<file path="src/rtl/mfp_ahb_sram_controller.sv">
// AHB-Lite slave bridging 32-bit bus words onto a 256K x 16 asynchronous SRAM.
// Each word becomes two halfword accesses; HREADYOUT stretches the data phase.
module mfp_ahb_sram_controller #(
    parameter int ACCESS_CYCLES = 1,
    parameter int SRAM_AW       = 18
) (
    input  logic               clk,
    input  logic               rst,
    input  logic               HSEL,
    input  logic [31:0]        HADDR,
    input  logic [1:0]         HTRANS,
    input  logic               HWRITE,
    input  logic [2:0]         HSIZE,
    input  logic [31:0]        HWDATA,
    input  logic               HREADY,
    output logic               HREADYOUT,
    output logic [31:0]        HRDATA,
    output logic               HRESP,
    output logic [SRAM_AW-1:0] sram_addr,
    input  logic [15:0]        sram_dq_in,
    output logic [15:0]        sram_dq_out,
    output logic               sram_dq_oe,
    output logic               sram_ce_n,
    output logic               sram_oe_n,
    output logic               sram_we_n,
    output logic               sram_ub_n,
    output logic               sram_lb_n
);

    typedef enum logic [2:0] {
        IDLE, RD_LO, RD_HI, WR_LO, WR_LO_END, WR_HI, WR_HI_END, DONE
    } state_t;

    localparam logic [3:0] LAST_CNT = 4'(ACCESS_CYCLES - 1);

    state_t             state_q, state_d, startState;
    logic [3:0]         cnt_q, cnt_d;
    logic [SRAM_AW-2:0] addr_q;
    logic [3:0]         lanes_q, laneMask;
    logic [31:0]        wdata_q, hrdata_q, writeData;
    logic               firstData_q;
    logic               acceptNow, phaseEnd, isHi;
    logic [1:0]         laneHalf;
    logic               unusedBits;

    assign unusedBits = ^{HADDR[31:SRAM_AW+1], HTRANS[0]};

    always_comb begin
        laneMask = 4'b1111;
        case (HSIZE)
            3'd0:    laneMask = 4'b0001 << HADDR[1:0];
            3'd1:    laneMask = HADDR[1] ? 4'b1100 : 4'b0011;
            default: laneMask = 4'b1111;
        endcase
    end

    assign acceptNow  = HSEL & HREADY & HTRANS[1] & ((state_q == IDLE) | (state_q == DONE));
    assign startState = !HWRITE ? RD_LO : ((laneMask[1:0] != 2'b00) ? WR_LO : WR_HI);
    assign phaseEnd   = (cnt_q == LAST_CNT);

    // The first data-phase cycle drives HWDATA straight through; later cycles use the captured copy.
    assign isHi      = (state_q == RD_HI) | (state_q == WR_HI) | (state_q == WR_HI_END);
    assign writeData = firstData_q ? HWDATA : wdata_q;
    assign laneHalf  = isHi ? lanes_q[3:2] : lanes_q[1:0];
    assign sram_addr = {addr_q, isHi};
    assign HRDATA    = hrdata_q;
    assign HRESP     = 1'b0;

    always_ff @(posedge clk) begin
        if (rst) begin
            state_q     <= IDLE;
            cnt_q       <= 4'd0;
            addr_q      <= '0;
            lanes_q     <= 4'd0;
            wdata_q     <= 32'd0;
            hrdata_q    <= 32'd0;
            firstData_q <= 1'b0;
        end else begin
            state_q     <= state_d;
            cnt_q       <= cnt_d;
            firstData_q <= acceptNow & HWRITE;
            if (acceptNow) begin
                addr_q  <= HADDR[SRAM_AW:2];
                lanes_q <= laneMask;
            end
            if (firstData_q) wdata_q <= HWDATA;
            if (state_q == RD_LO && phaseEnd) hrdata_q[15:0]  <= sram_dq_in;
            if (state_q == RD_HI && phaseEnd) hrdata_q[31:16] <= sram_dq_in;
        end
    end

    always_comb begin
        state_d     = state_q;
        cnt_d       = cnt_q;
        HREADYOUT   = 1'b0;
        sram_ce_n   = 1'b1;
        sram_oe_n   = 1'b1;
        sram_we_n   = 1'b1;
        sram_ub_n   = 1'b1;
        sram_lb_n   = 1'b1;
        sram_dq_oe  = 1'b0;
        sram_dq_out = 16'd0;
        case (state_q)
            IDLE, DONE: begin
                HREADYOUT = 1'b1;
                cnt_d     = 4'd0;
                state_d   = acceptNow ? startState : IDLE;
            end
            RD_LO, RD_HI: begin
                sram_ce_n = 1'b0;
                sram_oe_n = 1'b0;
                sram_ub_n = 1'b0;
                sram_lb_n = 1'b0;
                if (phaseEnd) begin
                    cnt_d   = 4'd0;
                    state_d = (state_q == RD_LO) ? RD_HI : DONE;
                end else begin
                    cnt_d = cnt_q + 4'd1;
                end
            end
            WR_LO, WR_HI: begin
                sram_ce_n   = 1'b0;
                sram_we_n   = 1'b0;
                sram_dq_oe  = 1'b1;
                sram_dq_out = isHi ? writeData[31:16] : writeData[15:0];
                sram_ub_n   = ~laneHalf[1];
                sram_lb_n   = ~laneHalf[0];
                if (phaseEnd) begin
                    cnt_d   = 4'd0;
                    state_d = (state_q == WR_LO) ? WR_LO_END : WR_HI_END;
                end else begin
                    cnt_d = cnt_q + 4'd1;
                end
            end
            WR_LO_END, WR_HI_END: begin
                // Hold address, data and lanes one cycle after we_n rises.
                sram_ce_n   = 1'b0;
                sram_dq_oe  = 1'b1;
                sram_dq_out = isHi ? writeData[31:16] : writeData[15:0];
                sram_ub_n   = ~laneHalf[1];
                sram_lb_n   = ~laneHalf[0];
                cnt_d       = 4'd0;
                if (state_q == WR_LO_END && lanes_q[3:2] != 2'b00) state_d = WR_HI;
                else                                                state_d = DONE;
            end
            default: begin
                state_d = IDLE;
                cnt_d   = 4'd0;
            end
        endcase
    end

endmodule
</file>
<file path="config.mk">
export PLATFORM = sky130hd
export DESIGN_NAME = mfp_ahb_sram_controller
export DESIGN_NICKNAME = d
export VERILOG_FILES = /design/src/rtl/mfp_ahb_sram_controller.sv
export SDC_FILE = /design/constraint.sdc
export NUM_CORES = 1
export LEC_CHECK = 0
export ABC_AREA = 1
export BUFFER_PORTS_ARGS = -buffer_cell sky130_fd_sc_hd__buf_2
export CAP_MARGIN = 40
export CELL_PAD_IN_SITES_DETAIL_PLACEMENT = 1
export CELL_PAD_IN_SITES_GLOBAL_PLACEMENT = 1
export CORE_AREA = 4 4 117 119
export DETAILED_ROUTE_END_ITERATION = 12
export DIE_AREA = 0 0 121 123
export PLACE_DENSITY = 0.78
export SLEW_MARGIN = 15
export SYNTH_ARGS = -nofsm -noshare
export SYNTH_HDL_FRONTEND = slang
export SYNTH_SLANG_ARGS = --single-unit
export TNS_END_PERCENT = 5
</file>
<file path="constraint.sdc">
create_clock -name clk -period 1.9 [get_ports clk]
set_input_delay 0.19 -clock clk [delete_from_list [all_inputs] [get_ports clk]]
set_output_delay 0.19 -clock clk [all_outputs]
set_load 0.05 [all_outputs]
</file>
## After elaboration in Yosys (flattened, before gate mapping)

Index checks and enable logic that the tools add are counted.

| storage, ports and cells | value |
|---|---|
| register bits | 93 |
| input bits | 90 |
| word-level logic and storage cells | 70 |

| cells by class | value |
|---|---|
| add/subtract/negate cells | 1 |
| equality and inequality tests | 10 |
| shift-type cells | 1 |
| mux-type cells | 24 |
| bitwise gates (word level) | 9 |
| reductions and logical operators | 17 |

Operators by type and width:

| kind | number |
|---|---|
| $mux W16 | 2 |
| $mux W32 | 1 |
| $mux W3 | 6 |
| $pmux W4 S2 | 2 |
| $eq A3 B3 Y1 const B | 4 |
| $pmux W3 S4 | 1 |
| $reduce_or A4 Y1 | 3 |
| $mux W4 | 2 |
| $reduce_or A2 Y1 | 4 |
| $eq A3 B1 Y1 const B | 2 |
| $eq A3 B2 Y1 const B | 2 |
| $logic_not A3 Y1 | 2 |
| $mux W2 | 3 |
| $reduce_or A6 Y1 | 1 |
| $mux W1 | 5 |
| $add A4 B1 Y4 const B | 1 |
| $and A1 B1 Y1 | 4 |
| $logic_not A4 Y1 | 1 |
| $ne A2 B2 Y1 const B | 2 |
| $pmux W1 S2 | 2 |
| $reduce_bool A2 Y1 | 2 |
| $shl A1 B2 Y4 const A | 1 |
| $logic_and A1 B1 Y1 | 3 |
| $or A1 B1 Y1 | 3 |
| other kinds (2) | 3 |

## Logic depth before layout (Yosys ltp)

| depth | value |
|---|---|
| depth in word-level cells | 7 |
| depth in mapped cells | 9 |
| gate-level depth less buffers | 9 |

## Worst setup path before layout

OpenSTA, ideal clock, no wires.

| path | value |
|---|---|
| path kind | flip-flop to output port |
| start | register state_q[1] |
| end | output port sram_dq_out[1] |
| data arrival time | 1.932 ns |
| setup slack | -0.222 ns |
| stages on the path, launching flop included | 7 |
| cell sequence | dfxtp_1 inv_1 ha_1 a21oi_4 buf_4 o21ai_0 a21oi_1 |

| between the ends | value |
|---|---|
| word-level cells in the longest chain between the ends | 5 |
| elaborated cells on any way between the ends | 10 |

Ends and longest elaborated chain:

| what | line | text |
|---|---|---|
| start, declared | 36 | `state_t state_q, state_d, startState;` |
| start signal, assigned | 79 | `state_q <= state_d;` |
| $eq A3 B2 Y1 or $eq A3 B3 Y1 (tied branches) | 62, 103 |  |
| $or A1 B1 Y1 (2 in series) | 62 | `assign isHi = (state_q == RD_HI) \| (state_q == WR_HI) \| (state_q == WR_HI_END);` |
| $mux W16 | 125, 139 |  |
| $mux W16 (*) | - |  |
| end, declared | 21 | `output logic [15:0] sram_dq_out,` |

Mark *: on every way between the ends. The rest lies on a longest branch, timed or not.

## Worst setup path in the final report

| path | value |
|---|---|
| start | register state_q[1] |
| end | output port sram_dq_out[11] |

The elaborated chain is that of the path after synthesis.

==> qor.csv <==
metric;value;unit
outcome;finished with violations;
violations;negative setup slack;
finalSetupViolations;19;
power_frac_clock;0.183;
power.leakage;0.00275;µW
grtUsageTotal;0.180;
overflow;0;
fmax;479;MHz
firstDrtPassIters;4;
worstHoldStart;sram_dq_in[12];
rsz0062_at_grt;yes;
hold_depth;3;
clockBufferDepth;2;
place.gp.congestion;0.804;
ys_seq_area_frac;0.443;
cp_slowest_cell;dfxtp_4;
crit_family;buffers and inverters;
synth_cells;542;
avgSynthCellArea;7.76;µm²
final_max_slew_viol_count;0;
worst-path-buf-inv;5;
fin_crit;2.09;ns
num_vias;4091;
path_max_fanout;8;
drive_above_1_share;0.409;
skew;0.0120;ns
slowest_delay;0.38;ns
timing.rr.start;state_q[0];
synth_edf_count;0;
path_class;register to output port;
io_pins;164;
syn_area;0.00421;mm²
drt_wl_total;13600;µm
rrSetupSlack;0.14;ns
cts_sinks;93;
pre_cts_ws;-0.0610;ns
antenna_cells;0;
synth_top_cell_by_area;dfxtp_1;
r2r-end;lanes_q[3];
power_density;1610;mW/mm²
p_comb_frac;0.547;
htreeDepth;3;
synth_seq_cells;93;
clock_latency;0.35;ns
synthSimpleGateAreaFrac;0.210;
arrival;1.90;ns
synth_area_leaders;dfxtp_1, nor2_1, o21ai_0, inv_1, mux2_2;
core;0.0126;mm²
hold_buffers;0;
syn_to_final_growth;40.5;%
drc;0;
std_cell_rows;41;
cp-end-kind;output port;
dp_hpwl;8960;µm
synth_xor_area_frac;0.00417;
die_w;121;µm
cts_tree;done;
seq_power_share;0.270;
worstPathCellList;inv_4 > ha_4 > nand2_4 > nand2_4 > nor2_4 > buf_6 > buf_12 > inv_12 > o21ai_4 > a21oi_2 > buf_6;
synth_top_family_by_area;simple AND/OR/NAND/NOR gates;
antenna_found_initial;0;
grt_pass1_wl;21300;µm
hold_class;primary input to register;
grt_pass1_vias;4362;
syn-num-nets;638;
hold_viol;0;
clkSlewWorstSetupHoldPaths;0.07;ns
io_buffers;148;
required;1.71;ns
final_nets;800;
final_area;0.00591;mm²
yosys.area_share.adder;0.0179;
place_area;0.00510;mm²
grt_max_degree;57;
fillers;1545;
hold_path_end;HRDATA[28];
dieArea;0.0149;mm²
vdd_ir_drop_max;0.807;mV
synth_cell_types;32;
period_share;1.10;
synth_compound_area_frac;0.167;
p_switching;4550;µW
cts_root_buffer;clkbuf_16;
r2r_cells;9;
synth_mux_area_frac;0.0428;
ant_nets;0;
initial_core_util;0.335;
async_flop_share;0;
post_drt_wl_per_cell;15.4;µm
p_int;4970;µW
swShare;0.478;
yosysWarnings;0;
maxCapViolations;0;
crit_path_start_kind;register;
die_height;123;µm
ys.flop_type;dfxtp_1;
fin_setup_tns;-2.75;ns
worst_slack;-0.189;ns
vias_per_cell;4.64;
netlist.area_leader.share;0.443;
drt_iter0_drc;178;
cts_buffers;9;
==> per-stage QoR <==
stage / util / hold slack, ns / total power (µW) / std cells
2_1_floorplan: - / 0.318 / 5760 / 542
3_3_place_gp: 0.406 / 0.432 / 6660 / 848
3_5_place_dp: 0.406 / 0.441 / 6770 / 848
4_1_cts: 0.457 / 0.0722 / 9230 / 879
5_1_grt: 0.470 / 0.0860 / 10100 / 881
6_report: 0.470 / 0.0854 / 9530 / 881
==> worst reg2reg max path, cell delays in order (launching register included) <==
cell and delay (ns):
dfxtp_4 0.40, inv_4 0.06, ha_4 0.17, buf_4 0.14, nand2_2 0.08, nand2_4 0.08
nand2_4 0.07, clkinv_2 0.24, o21ai_0 0.33, nor2_1 0.09
==> sequential cells by signal (all words and copies together), names as in the netlist <==
name / count
HRDATA: 32
cnt_q: 4
state_q: 3
addr_q: 17
firstData_q: 1
wdata_q: 32
lanes_q: 4
==> cell usage in the layout (no fill, tap or decap), types with 6 or more instances in the layout <==
| master | count |
|---|---|
| inv_1 | 62 |
| nand2_4 | 8 |
| clkbuf_16 | 9 |
| nand2_2 | 9 |
| o21ai_2 | 12 |
| mux2_2 | 16 |
| buf_6 | 22 |
| buf_2 | 129 |
| buf_4 | 22 |
| nor2_1 | 143 |
| dfxtp_1 | 90 |
| nand2_1 | 33 |
| o21ai_0 | 55 |
| o21a_1 | 16 |
| a21oi_1 | 6 |
| a21oi_2 | 16 |
==> power by group through the flow <==
stage          logic [µW]  clock network, µW  registers [µW]
4_1_cts              4910               1780            2540
5_1_grt              5540               1890            2620
2_1_floorplan        2240                  0            3530
6_report             5220               1740            2570
3_3_place_gp         4120                  0            2530
3_5_place_dp         4210                  0            2550
==> metal layers <==
metal | global-route usage | routed length, µm | vias to the layer above
met2 | 0.316 | 6790 | 130
met1 | 0.197 | 5400 | 1932
met5 | 0 | 0 | -
li1 | - | - | 2008
met3 | 0.0718 | 1120 | 21
met4 | 0.0630 | 265 | 0
==> synthesized netlist by cell type, types with 7 or more instances <==
cell / count
nor2_1: 143
dfxtp_1: 93
inv_1: 65
o21ai_0: 62
nand2_1: 39
mux2_2: 16
o21a_1: 16
a21oi_1: 13
a21oi_2: 9
clkbuf_1: 9
o21ai_2: 9
buf_6: 7
nand2_2: 7
==> worst max-delay path by stage <==
stage	endpoint	slack [ns]	from	depth (start not counted)
final	sram_dq_out[11]	-0.19	state_q[1]	11
after floorplan	sram_dq_out[2]	-0.22	state_q[1]	6
after global placement	sram_dq_out[3]	0.03	state_q[1]	9
after CTS	sram_dq_out[14]	-0.17	state_q[1]	8
after global routing	sram_dq_out[11]	-0.26	state_q[1]	11
after detailed placement	sram_dq_out[3]	-0.06	state_q[1]	9
==> what timing repair did <==
item | CTS | global route
cloned | 3 | 0
pin swaps | 9 | 13
gates resized for setup | 65 | 47
setup buffers | 12 | 4
endpoints found under the setup margin | 21 | 24
==> layout make-up <==
| class | count | area [µm²] | share of cell area |
|---|---|---|---|
| Inverter | 70 | 284 | 0.0481 |
| Timing Repair Buffer | 180 | 1180 | 0.200 |
| Tap cell | 172 | 215 | 0.0364 |
| Clock buffer | 10 | 239 | 0.0404 |
| Clock inverter | 6 | 45.0 | 0.00762 |
| Multi-Input combinational cell | 349 | 2050 | 0.347 |
| Timing Repair inverter | 1 | 16.3 | 0.00275 |
| Sequential cell | 93 | 1870 | 0.317 |
==> cell families after synthesis <==
kind of cell	Yosys count
AO/OA/AOI/OAI	115
XOR/XNOR	2
adder cells (fa/ha/maj)	6
buffers and inverters	100
flip-flops	93
multiplexers	16
other	1
AND/OR/NAND/NOR	209
Power figures use the tool's default switching activity.
